--- src/rtl/ps2_pkg.sv ---
`default_nettype none
// +----------------------------------------------------------------------------+
// | Module      : ps2_pkg                                                      |
// | Description : Shared constants and types for the PS/2 key event receiver.  |
// | Revision    : 1.0 - initial release                                        |
// +----------------------------------------------------------------------------+
package ps2_pkg;

    localparam logic [7:0] PREFIX_EXT = 8'hE0;
    localparam logic [7:0] PREFIX_REL = 8'hF0;

    // Event word layout: {extended, release, code[7:0]}
    localparam int EV_W        = 10;
    localparam int EV_CODE_LSB = 0;
    localparam int EV_CODE_MSB = 7;
    localparam int EV_REL_BIT  = 8;
    localparam int EV_EXT_BIT  = 9;

    typedef enum logic [1:0] {
        ST_IDLE   = 2'd0,
        ST_DATA   = 2'd1,
        ST_PARITY = 2'd2,
        ST_STOP   = 2'd3
    } frame_state_e;

endpackage
`default_nettype wire

--- src/rtl/ps2_event_fifo.sv ---
`default_nettype none
// +----------------------------------------------------------------------------+
// | Module      : ps2_event_fifo                                               |
// | Description : First-word fall-through FIFO with fill count and sticky      |
// |               overflow flag.                                               |
// | Revision    : 1.0 - initial release                                        |
// +----------------------------------------------------------------------------+
module ps2_event_fifo #(
    parameter int DEPTH = 8,
    parameter int WIDTH = 10
) (
    input  logic                     clk_i,
    input  logic                     rst_i,
    input  logic                     push_i,
    input  logic [WIDTH-1:0]         push_data_i,
    input  logic                     ready_i,
    output logic                     valid_o,
    output logic [WIDTH-1:0]         data_o,
    output logic [$clog2(DEPTH):0]   count_o,
    output logic                     overflow_o
);

    localparam int AW = $clog2(DEPTH);
    localparam logic [AW:0] FULL_CNT = (AW+1)'(DEPTH);

    logic [WIDTH-1:0] mem_q [DEPTH];
    logic [AW-1:0]    wr_ptr_q;
    logic [AW-1:0]    rd_ptr_q;
    logic [AW:0]      count_q;
    logic             overflow_q;

    logic w_empty;
    logic w_full;
    logic w_pop;
    logic w_push;

    assign w_empty = (count_q == '0);
    assign w_full  = (count_q == FULL_CNT);
    assign w_pop   = ready_i & ~w_empty;
    // A full FIFO still accepts a write when the head leaves in the same cycle.
    assign w_push  = push_i & (~w_full | w_pop);

    always_ff @(posedge clk_i) begin
        if (w_push) begin
            mem_q[wr_ptr_q] <= push_data_i;
        end
    end

    always_ff @(posedge clk_i) begin
        if (rst_i) begin
            wr_ptr_q   <= '0;
            rd_ptr_q   <= '0;
            count_q    <= '0;
            overflow_q <= 1'b0;
        end else begin
            if (w_push) begin
                wr_ptr_q <= wr_ptr_q + AW'(1);
            end
            if (w_pop) begin
                rd_ptr_q <= rd_ptr_q + AW'(1);
            end
            case ({w_push, w_pop})
                2'b10:   count_q <= count_q + (AW+1)'(1);
                2'b01:   count_q <= count_q - (AW+1)'(1);
                default: count_q <= count_q;
            endcase
            if (push_i && w_full && !w_pop) begin
                overflow_q <= 1'b1;
            end
        end
    end

    assign valid_o    = ~w_empty;
    assign data_o     = w_empty ? '0 : mem_q[rd_ptr_q];
    assign count_o    = count_q;
    assign overflow_o = overflow_q;

endmodule
`default_nettype wire

--- src/rtl/ps2_key_event_rx.sv ---
`default_nettype none
// +----------------------------------------------------------------------------+
// | Module      : ps2_key_event_rx                                             |
// | Description : PS/2 keyboard receiver: sync, clock de-glitch, framing,      |
// |               E0/F0 prefix folding and a key event FIFO.                   |
// | Revision    : 1.0 - initial release                                        |
// +----------------------------------------------------------------------------+
module ps2_key_event_rx
    import ps2_pkg::*;
#(
    parameter int FIFO_DEPTH     = 8,
    parameter int FILTER_LEN     = 8,
    parameter int TIMEOUT_CYCLES = 100000
) (
    input  logic                          clock50,
    input  logic                          reset,
    input  logic                          ps2_clk,
    input  logic                          ps2_data,
    output logic                          ev_valid,
    input  logic                          ev_ready,
    output logic [7:0]                    ev_code,
    output logic                          ev_extended,
    output logic                          ev_release,
    output logic [$clog2(FIFO_DEPTH):0]   ev_count,
    output logic                          overflow,
    output logic                          parity_err,
    output logic                          frame_err
);

    localparam int FW = $clog2(FILTER_LEN + 1);
    localparam int TW = $clog2(TIMEOUT_CYCLES + 1);
    localparam logic [FW-1:0] FILT_LAST = FW'(FILTER_LEN - 1);
    localparam logic [TW-1:0] TMO_LAST  = TW'(TIMEOUT_CYCLES - 1);

    logic clk_meta_q, clk_sync_q, dat_meta_q, dat_sync_q;
    logic filt_q, filt_prev_q;
    logic [FW-1:0] filt_cnt_q;
    logic w_fall;

    always_ff @(posedge clock50) begin
        if (reset) begin
            clk_meta_q  <= 1'b1;
            clk_sync_q  <= 1'b1;
            dat_meta_q  <= 1'b1;
            dat_sync_q  <= 1'b1;
            filt_q      <= 1'b1;
            filt_prev_q <= 1'b1;
            filt_cnt_q  <= '0;
        end else begin
            clk_meta_q  <= ps2_clk;
            clk_sync_q  <= clk_meta_q;
            dat_meta_q  <= ps2_data;
            dat_sync_q  <= dat_meta_q;
            filt_prev_q <= filt_q;
            // Any sample agreeing with the current level restarts the run.
            if (clk_sync_q == filt_q) begin
                filt_cnt_q <= '0;
            end else if (filt_cnt_q == FILT_LAST) begin
                filt_q     <= clk_sync_q;
                filt_cnt_q <= '0;
            end else begin
                filt_cnt_q <= filt_cnt_q + FW'(1);
            end
        end
    end

    assign w_fall = filt_prev_q & ~filt_q;

    frame_state_e    state_q, state_d;
    logic [2:0]      bit_cnt_q, bit_cnt_d;
    logic [7:0]      shift_q, shift_d;
    logic            par_ok_q, par_ok_d;
    logic [TW-1:0]   tmo_q, tmo_d;
    logic            byte_valid_q, byte_valid_d;
    logic            perr_q, perr_d;
    logic            ferr_q, ferr_d;

    always_ff @(posedge clock50) begin
        if (reset) begin
            state_q      <= ST_IDLE;
            bit_cnt_q    <= '0;
            shift_q      <= '0;
            par_ok_q     <= 1'b0;
            tmo_q        <= '0;
            byte_valid_q <= 1'b0;
            perr_q       <= 1'b0;
            ferr_q       <= 1'b0;
        end else begin
            state_q      <= state_d;
            bit_cnt_q    <= bit_cnt_d;
            shift_q      <= shift_d;
            par_ok_q     <= par_ok_d;
            tmo_q        <= tmo_d;
            byte_valid_q <= byte_valid_d;
            perr_q       <= perr_d;
            ferr_q       <= ferr_d;
        end
    end

    always_comb begin
        state_d      = state_q;
        bit_cnt_d    = bit_cnt_q;
        shift_d      = shift_q;
        par_ok_d     = par_ok_q;
        tmo_d        = '0;
        byte_valid_d = 1'b0;
        perr_d       = 1'b0;
        ferr_d       = 1'b0;
        if (w_fall) begin
            case (state_q)
                ST_IDLE: begin
                    if (!dat_sync_q) begin
                        state_d   = ST_DATA;
                        bit_cnt_d = '0;
                    end
                end
                ST_DATA: begin
                    shift_d   = {dat_sync_q, shift_q[7:1]};
                    bit_cnt_d = bit_cnt_q + 3'd1;
                    if (bit_cnt_q == 3'd7) begin
                        state_d = ST_PARITY;
                    end
                end
                ST_PARITY: begin
                    par_ok_d = ^{shift_q, dat_sync_q};
                    state_d  = ST_STOP;
                end
                ST_STOP: begin
                    state_d = ST_IDLE;
                    if (!dat_sync_q) begin
                        ferr_d = 1'b1;
                    end else if (!par_ok_q) begin
                        perr_d = 1'b1;
                    end else begin
                        byte_valid_d = 1'b1;
                    end
                end
                default: state_d = ST_IDLE;
            endcase
        end else if (state_q != ST_IDLE) begin
            if (tmo_q == TMO_LAST) begin
                state_d = ST_IDLE;
                ferr_d  = 1'b1;
            end else begin
                tmo_d = tmo_q + TW'(1);
            end
        end
    end

    logic            ext_q, rel_q;
    logic            push_q;
    logic [EV_W-1:0] push_data_q;

    always_ff @(posedge clock50) begin
        if (reset) begin
            ext_q       <= 1'b0;
            rel_q       <= 1'b0;
            push_q      <= 1'b0;
            push_data_q <= '0;
        end else begin
            push_q <= 1'b0;
            if (perr_q || ferr_q) begin
                ext_q <= 1'b0;
                rel_q <= 1'b0;
            end else if (byte_valid_q) begin
                if (shift_q == PREFIX_EXT) begin
                    ext_q <= 1'b1;
                end else if (shift_q == PREFIX_REL) begin
                    rel_q <= 1'b1;
                end else begin
                    push_q      <= 1'b1;
                    push_data_q <= {ext_q, rel_q, shift_q};
                    ext_q       <= 1'b0;
                    rel_q       <= 1'b0;
                end
            end
        end
    end

    logic [EV_W-1:0] w_head;

    ps2_event_fifo #(
        .DEPTH (FIFO_DEPTH),
        .WIDTH (EV_W)
    ) u_fifo (
        .clk_i       (clock50),
        .rst_i       (reset),
        .push_i      (push_q),
        .push_data_i (push_data_q),
        .ready_i     (ev_ready),
        .valid_o     (ev_valid),
        .data_o      (w_head),
        .count_o     (ev_count),
        .overflow_o  (overflow)
    );

    assign ev_code     = w_head[EV_CODE_MSB:EV_CODE_LSB];
    assign ev_release  = w_head[EV_REL_BIT];
    assign ev_extended = w_head[EV_EXT_BIT];
    assign parity_err  = perr_q;
    assign frame_err   = ferr_q;

endmodule
`default_nettype wire

--- config.mk ---
export PLATFORM = sky130hd
export DESIGN_NAME = ps2_key_event_rx
export DESIGN_NICKNAME = d
export VERILOG_FILES = /design/src/rtl/ps2_pkg.sv /design/src/rtl/ps2_event_fifo.sv /design/src/rtl/ps2_key_event_rx.sv
export SDC_FILE = /design/constraint.sdc
export NUM_CORES = 1
export LEC_CHECK = 0
export BUFFER_PORTS_ARGS = -buffer_cell sky130_fd_sc_hd__buf_2
export CAP_MARGIN = 25
export CORE_MARGIN = 4
export CORE_UTILIZATION = 25
export CTS_BUF_LIST = sky130_fd_sc_hd__clkbuf_8
export CTS_CLUSTER_SIZE = 28
export DETAILED_ROUTE_END_ITERATION = 10
export GPL_ROUTABILITY_DRIVEN = 0
export PLACE_DENSITY = 0.43
export SLEW_MARGIN = 20
export SYNTH_ARGS = -nofsm -noshare
export SYNTH_HDL_FRONTEND = slang
export SYNTH_HIERARCHICAL = 1
export SYNTH_SLANG_ARGS = --single-unit
export TNS_END_PERCENT = 1
--- constraint.sdc ---
create_clock -name clock50 -period 2.2 [get_ports clock50]
set_input_delay 0.22 -clock clock50 [delete_from_list [all_inputs] [get_ports clock50]]
set_output_delay 0.22 -clock clock50 [all_outputs]
set_load 0.03 [all_outputs]
# After elaboration in Yosys (flattened, before gate mapping)
# Memory sizes are Yosys's and may differ from the RTL's. A register that Yosys moved wholly into a read port is not among the register bits.
# Cells that the tools add are included.
word_totals:
  n_memories: 1
  mem_bits_rw: 80
  out_inout_bits: 18
  in_bits: 5
  wordCells: 113
  regBits: 68
mem_list:
  columns: ["memory", "words", "word_bits", "read_ports", "rd_ports_with_merged_regs", "write_ports", "line", "rtl"]
  rows:
  - ["u_fifo.mem_q", 8, 10, 1, 1, 1, "ps2_event_fifo.sv:26", "logic [WIDTH-1:0] mem_q [DEPTH];"]
classes:
  mux: 25
  reduce_logical: 25
  add_sub_neg: 7
  eq_ne: 16
  bitwise: 16
op_table:
  columns: ["cell", "n"]
  rows:
  - ["$add A17 B1 Y17 const B", 1]
  - ["$eq A17 B17 Y1 const B", 1]
  - ["$eq A8 B8 Y1 const B", 2]
  - ["$mux W1", 13]
  - ["$not A1 Y1", 12]
  - ["$reduce_or A4 Y1", 3]
  - ["$mux W10", 1]
  - ["$mux W2", 5]
  - ["$reduce_and A2 Y1", 5]
  - ["$reduce_bool A2 Y1", 5]
  - ["$add A3 B1 Y3 const B", 3]
  - ["$mux W3", 3]
  - ["$reduce_xor A9 Y1", 1]
  - ["$add A4 B1 Y4 const B", 2]
  - ["$pmux W2 S4", 1]
  - ["$pmux W4 S2", 1]
  - ["$reduce_and A4 Y1", 2]
  - ["$eq A2 B2 Y1 const B", 3]
  - ["$ne A3 B3 Y1 const B", 2]
  - ["$pmux W3 S2", 1]
  - ["$eq A2 B1 Y1 const B", 2]
  - ["$eq A4 B3 Y1 const B", 1]
  - ["$eq A4 B4 Y1 const B", 1]
  - ["$logic_not A4 Y1", 1]
  - ["other kinds (13)", 17]

# Longest topological paths before layout
depth:
  depth_word: 7
  depth_mapped: 9

# Modules after synthesis
# Netlist, hierarchy kept.
modules_own_cells:
  columns: ["mod", "area_each_um2", "cells_each", "instances"]
  rows:
  - ["ps2_event_fifo", 3808.7, 213, 1]
  - ["ps2_key_event_rx", 2422.3, 248, 1]

# Least setup slack after synthesis
# No wires, ideal clock.
synth_timing:
  path_type: "register to register"
  startpoint: "register u_fifo.count_q[0], in the netlist u_fifo/count_o[0]"
  endpoint: "memory u_fifo.mem_q[0][0] (enable)"
  synth_period_minus_slack_ns: 2.404
  arrival_ns: 2.000
  t_required_ns: 1.796
  setup_slack_ns: -0.204
  path_stages_with_launch: 4
  setup_ns: 0.404
  cell_sequence: "dfxtp_1 > or3_4 > o21ai_4 > nor4_1"
synth_between:
  elab_chain_len: 7
  elab_cells_between_ends: 9
  cone_classes: "1 x eq/ne; 2 x mux; 5 x bitwise; 1 x reduce/logical"
synth_lines:
  columns: ["item", "line", "rtl"]
  rows:
  - ["from (decl)", "ps2_event_fifo.sv:29", "logic [AW:0] count_q;"]
  - ["from (signal assigned)", "ps2_event_fifo.sv:63", "2'b10: count_q <= count_q + (AW+1)'(1);"]
  - ["from (signal assigned)", "ps2_event_fifo.sv:64", "2'b01: count_q <= count_q - (AW+1)'(1);"]
  - ["from (signal assigned)", "ps2_event_fifo.sv:65", "default: count_q <= count_q;"]
  - ["$logic_not A4 Y1", "ps2_event_fifo.sv:37", "assign w_empty = (count_q == '0);"]
  - ["$not A1 Y1", "ps2_event_fifo.sv:39", "assign w_pop = ready_i & ~w_empty;"]
  - ["$and A1 B1 Y1", "ps2_event_fifo.sv:39", null]
  - ["$or A1 B1 Y1 (*)", "ps2_event_fifo.sv:41", "assign w_push = push_i & (~w_full | w_pop);"]
  - ["$and A1 B1 Y1 (*)", "ps2_event_fifo.sv:41", null]
  - ["$mux W1 (*)", "ps2_event_fifo.sv:44", "if (w_push) begin"]
  - ["$mux W1 (not written as such) (*)", "ps2_event_fifo.sv:45", "mem_q[wr_ptr_q] <= push_data_i;"]
  - ["to (decl)", "ps2_event_fifo.sv:26", null]
# Mark *: on every way between the ends. The rest lies on a longest branch, timed or not.

==> reports/metrics.cfg <==
[pwr]
p_leak_nw = 2.50
internal-power_mw = 4.52
pwr-share-seq = 0.464
p_switching_mw = 2.02
vdd_drop_max_mv = 0.363
p_clk_frac = 0.292
combPwrFrac = 0.244
power_mw = 6.54
swShare = 0.309
cellPowerDensity_mw_per_mm2 = 894

[timing]
finalSetupViolCount = 1
fmax_mhz = 450
worstMarginPinSlew_ps = 1030
hold_viol = 0
fin_crit_ps = 2220
relSlewSlack = 0.309
finClkSkew_ps = 13.2
timing.final.ws_setup_ps = -23.5
rsz0062_at_grt = yes
slew_viol_final = 0
finalCritPeriodShare = 1.01

[detailed_routing]
drc = 0
vias_per_cell = 4.29
wl_per_cell_um = 14.7
antenna_left = 0
via_count = 3641
firstDrtPassIters = 4
routed_wl_mm = 12.5
drt_iter0_drc = 116

[placement]
dpl-instance-area_mm2 = 0.00686
place_ws_ps = 87.5
placedCellCount = 813
numPortBuffers = 22
hpwl_mm = 8.25

[clock_network]
cts-root-buf = clkbuf_8
clk_pin_slew_ps = 90
clock_latency_ps = 460
cts_post_setup_buffers_inserted = 0
htreeDepth = 4
clock_sink_count = 151
cts_max_path_buffers = 2
numCtsBuffers = 17
cts_tree = yes

[global_routing]
antenna_found_initial = 0
track_usage = 0.0942
grt_pass1_vias = 3833
grt_max_degree = 24
grt_overflow = 0
grtUsageMet1 = 0.112
grt_use_met2 = 0.159
grt_busiest_layer = met2
gr-usage-met3 = 0.0257
grt_pass1_wl_mm = 20.4

[worst_setup_path]
startpoint_type = flop
crit_type = flop to output pin
worstPathRequired_ps = 1980
cp_slowest_cell = mux4_2
cp_max_fo = 5
max_stage_delay_ps = 500
end_kind = output pin
arrival_ps = 2000
path_cells = clkbuf_16 -> mux4_2 -> mux2i_1 -> nor2_1 -> buf_4

[die]
num_rows = 57
dieWidth_um = 166
ios = 23
core_area_mm2 = 0.0244
die_area_mm2 = 0.0275
die_h_um = 166
initial_core_util = 0.255

[layout]
area_growth_pct = 17.5
fin_util = 0.300
final_cell_area_mm2 = 0.00732
insertedDiodeCount = 0
fill_cells = 2482
nets = 528
final_cells = 849
drive_gt1_frac = 0.238

[logic_synthesis]
synth_edf_count = 80
syn_inst = 461
ys_async_sr_fraction = 0
synthesis.area_mm2 = 0.00623
syn_nets = 477
ys_ff_latch = 151
yosys_most_used_dff = edfxtp_1
synthDistinctLibCells = 56
yosysWarnings = 6
ys_seq_area_frac = 0.614
syn_area_per_cell_um2 = 13.5

[outcome]
status = finished with violations
failed_checks = negative setup slack

[hold_path]
hold_path.class = input port to flop

[flow_run]
drv_cap = 0

-- path summary, 6_finish.rpt --
path | startpoint | endpoint | slack [ps] | depth (start not counted)
worst max-delay path | flop | ev_code[0] | -20 | 5
worst min-delay path | reset | u_fifo/rd_ptr_q[0] | 140 | 2
worst max register to register | u_fifo/count_o[1] | u_fifo/count_o[2] | 40 | 8
worst min register to register | clk_meta_q | clk_sync_q | 420 | 1
-- state kept, by name, summed over array words and instances, names as in the netlist, 2 cells and up, named ones only --
| name | flops |
|---|---|
| tmo_q | 17 |
| push_data_q | 10 |
| u_fifo/rd_ptr_q | 3 |
| u_fifo/wr_ptr_q | 3 |
| filt_cnt_q | 4 |
| u_fifo/mem_q | 80 |
| u_fifo/count_o | 4 |
| bit_cnt_q | 3 |
| state_q | 2 |
| shift_q | 8 |
-- power by group through the flow --
stage / Sequential, mW / Clock [mW] / Combinational (mW)
after floorplan: 3.12 / 0 / 0.983
after global placement: 3.07 / 0 / 1.45
after detailed placement: 3.08 / 0 / 1.47
after CTS: 3.03 / 2.01 / 1.55
after global routing: 3.05 / 2.13 / 1.73
final: 3.04 / 1.91 / 1.59
-- synthesized netlist by cell type, types with 2 or more instances --
cell type	n	area, um2
edfxtp_1	80	2400
nor2_1	74	278
dfxtp_1	71	1420
mux2i_1	30	300
mux4_2	20	450
xor2_1	15	131
xnor2_1	14	123
nand2_1	12	45.0
ha_1	11	138
a21oi_1	9	45.0
buf_2	9	45.0
nand3_1	9	45.0
clkbuf_1	8	30.0
nand2b_1	8	50.1
nor3_1	8	40.0
inv_1	7	26.3
nand3b_1	7	52.6
or2_2	6	37.5
nand4_1	4	25.0
nor4_1	4	25.0
o211ai_1	4	30.0
buf_4	3	22.5
nor4b_1	3	26.3
o21ai_0	3	15.0
or3_1	3	18.8
a22oi_1	2	15.0
and3_1	2	12.5
and4_1	2	17.5
nand3_2	2	20.0
nor2b_1	2	12.5
nor3b_1	2	15.0
nor4bb_1	2	20.0
or3_4	2	22.5
-- layout by cell type (no fill, tap or decap), drive strengths merged, types with 2 or more instances in the layout --
| cell type | instances |
|---|---|
| edfxtp | 80 |
| nor2 | 74 |
| dfxtp | 71 |
| buf | 50 |
| mux2i | 30 |
| mux4 | 20 |
| clkbuf | 18 |
| inv | 18 |
| xor2 | 15 |
| xnor2 | 14 |
| nand2 | 12 |
| ha | 11 |
| nand3 | 11 |
| a21oi | 9 |
| nor3 | 8 |
| nand2b | 8 |
| nand3b | 7 |
| or2 | 6 |
| nand4 | 5 |
| or3 | 5 |
| o211ai | 4 |
| o21ai | 4 |
| nor4 | 4 |
| nor4b | 3 |
| clkinvlp | 3 |
| and4 | 3 |
| nor2b | 2 |
| nor4bb | 2 |
| nor3b | 2 |
| a22oi | 2 |
| and3 | 2 |
| clkinv | 2 |
| dlygate4sd3 | 2 |
| a41oi | 2 |
| a211oi | 2 |
-- critical path, delay by kind of cell, from the launching register on --
kind                   cells  cell delay (ps)
buffers and inverters      2              340
DFF                        1              430
muxes                      2              690
and+or+nand+nor            1               80
-- cells by family after synthesis --
| group | share of synthesized area |
|---|---|
| AOI/OAI and AO/OA | 0.0448 |
| muxes | 0.120 |
| xor gates and xnor gates | 0.0444 |
| buffers and inverters | 0.0223 |
| adders and majority gates | 0.0221 |
| DFF | 0.614 |
| and+or+nand+nor | 0.132 |
-- metal layers --
metal / up-vias / share of wire
met5: - / 0
li1: 1801 / -
met1: 1781 / 0.45
met2: 40 / 0.49
met4: 0 / 0.019
met3: 19 / 0.035
-- layout make-up --
type | count | area (um2) | area share
Clock buffer | 17 | 234 | 0.0320
Clock inverter | 15 | 115 | 0.0157
Multi-Input combinational cell | 281 | 2290 | 0.313
Inverter | 8 | 30.0 | 0.00410
Timing Repair Buffer | 53 | 414 | 0.0566
Sequential cell | 151 | 3830 | 0.523
Tap cell | 324 | 405 | 0.0554
-- per-stage QoR --
stage	hold WS (ps)	setup TNS [ps]
finish	143	-23.5
global route	132	-1000
CTS	127	-226
detailed placement	398	0
global placement	394	0
floorplan	289	0
-- repair_timing --
item                                    4_1_cts  5_1_grt
endpoints found under the hold margin         2        0
cloned                                        1        1
pin swaps                                     0        1
hold buffers                                  2        0
resized for setup                             8        5
endpoints found under the setup margin       10       12
Power figures use the tool's default switching activity.
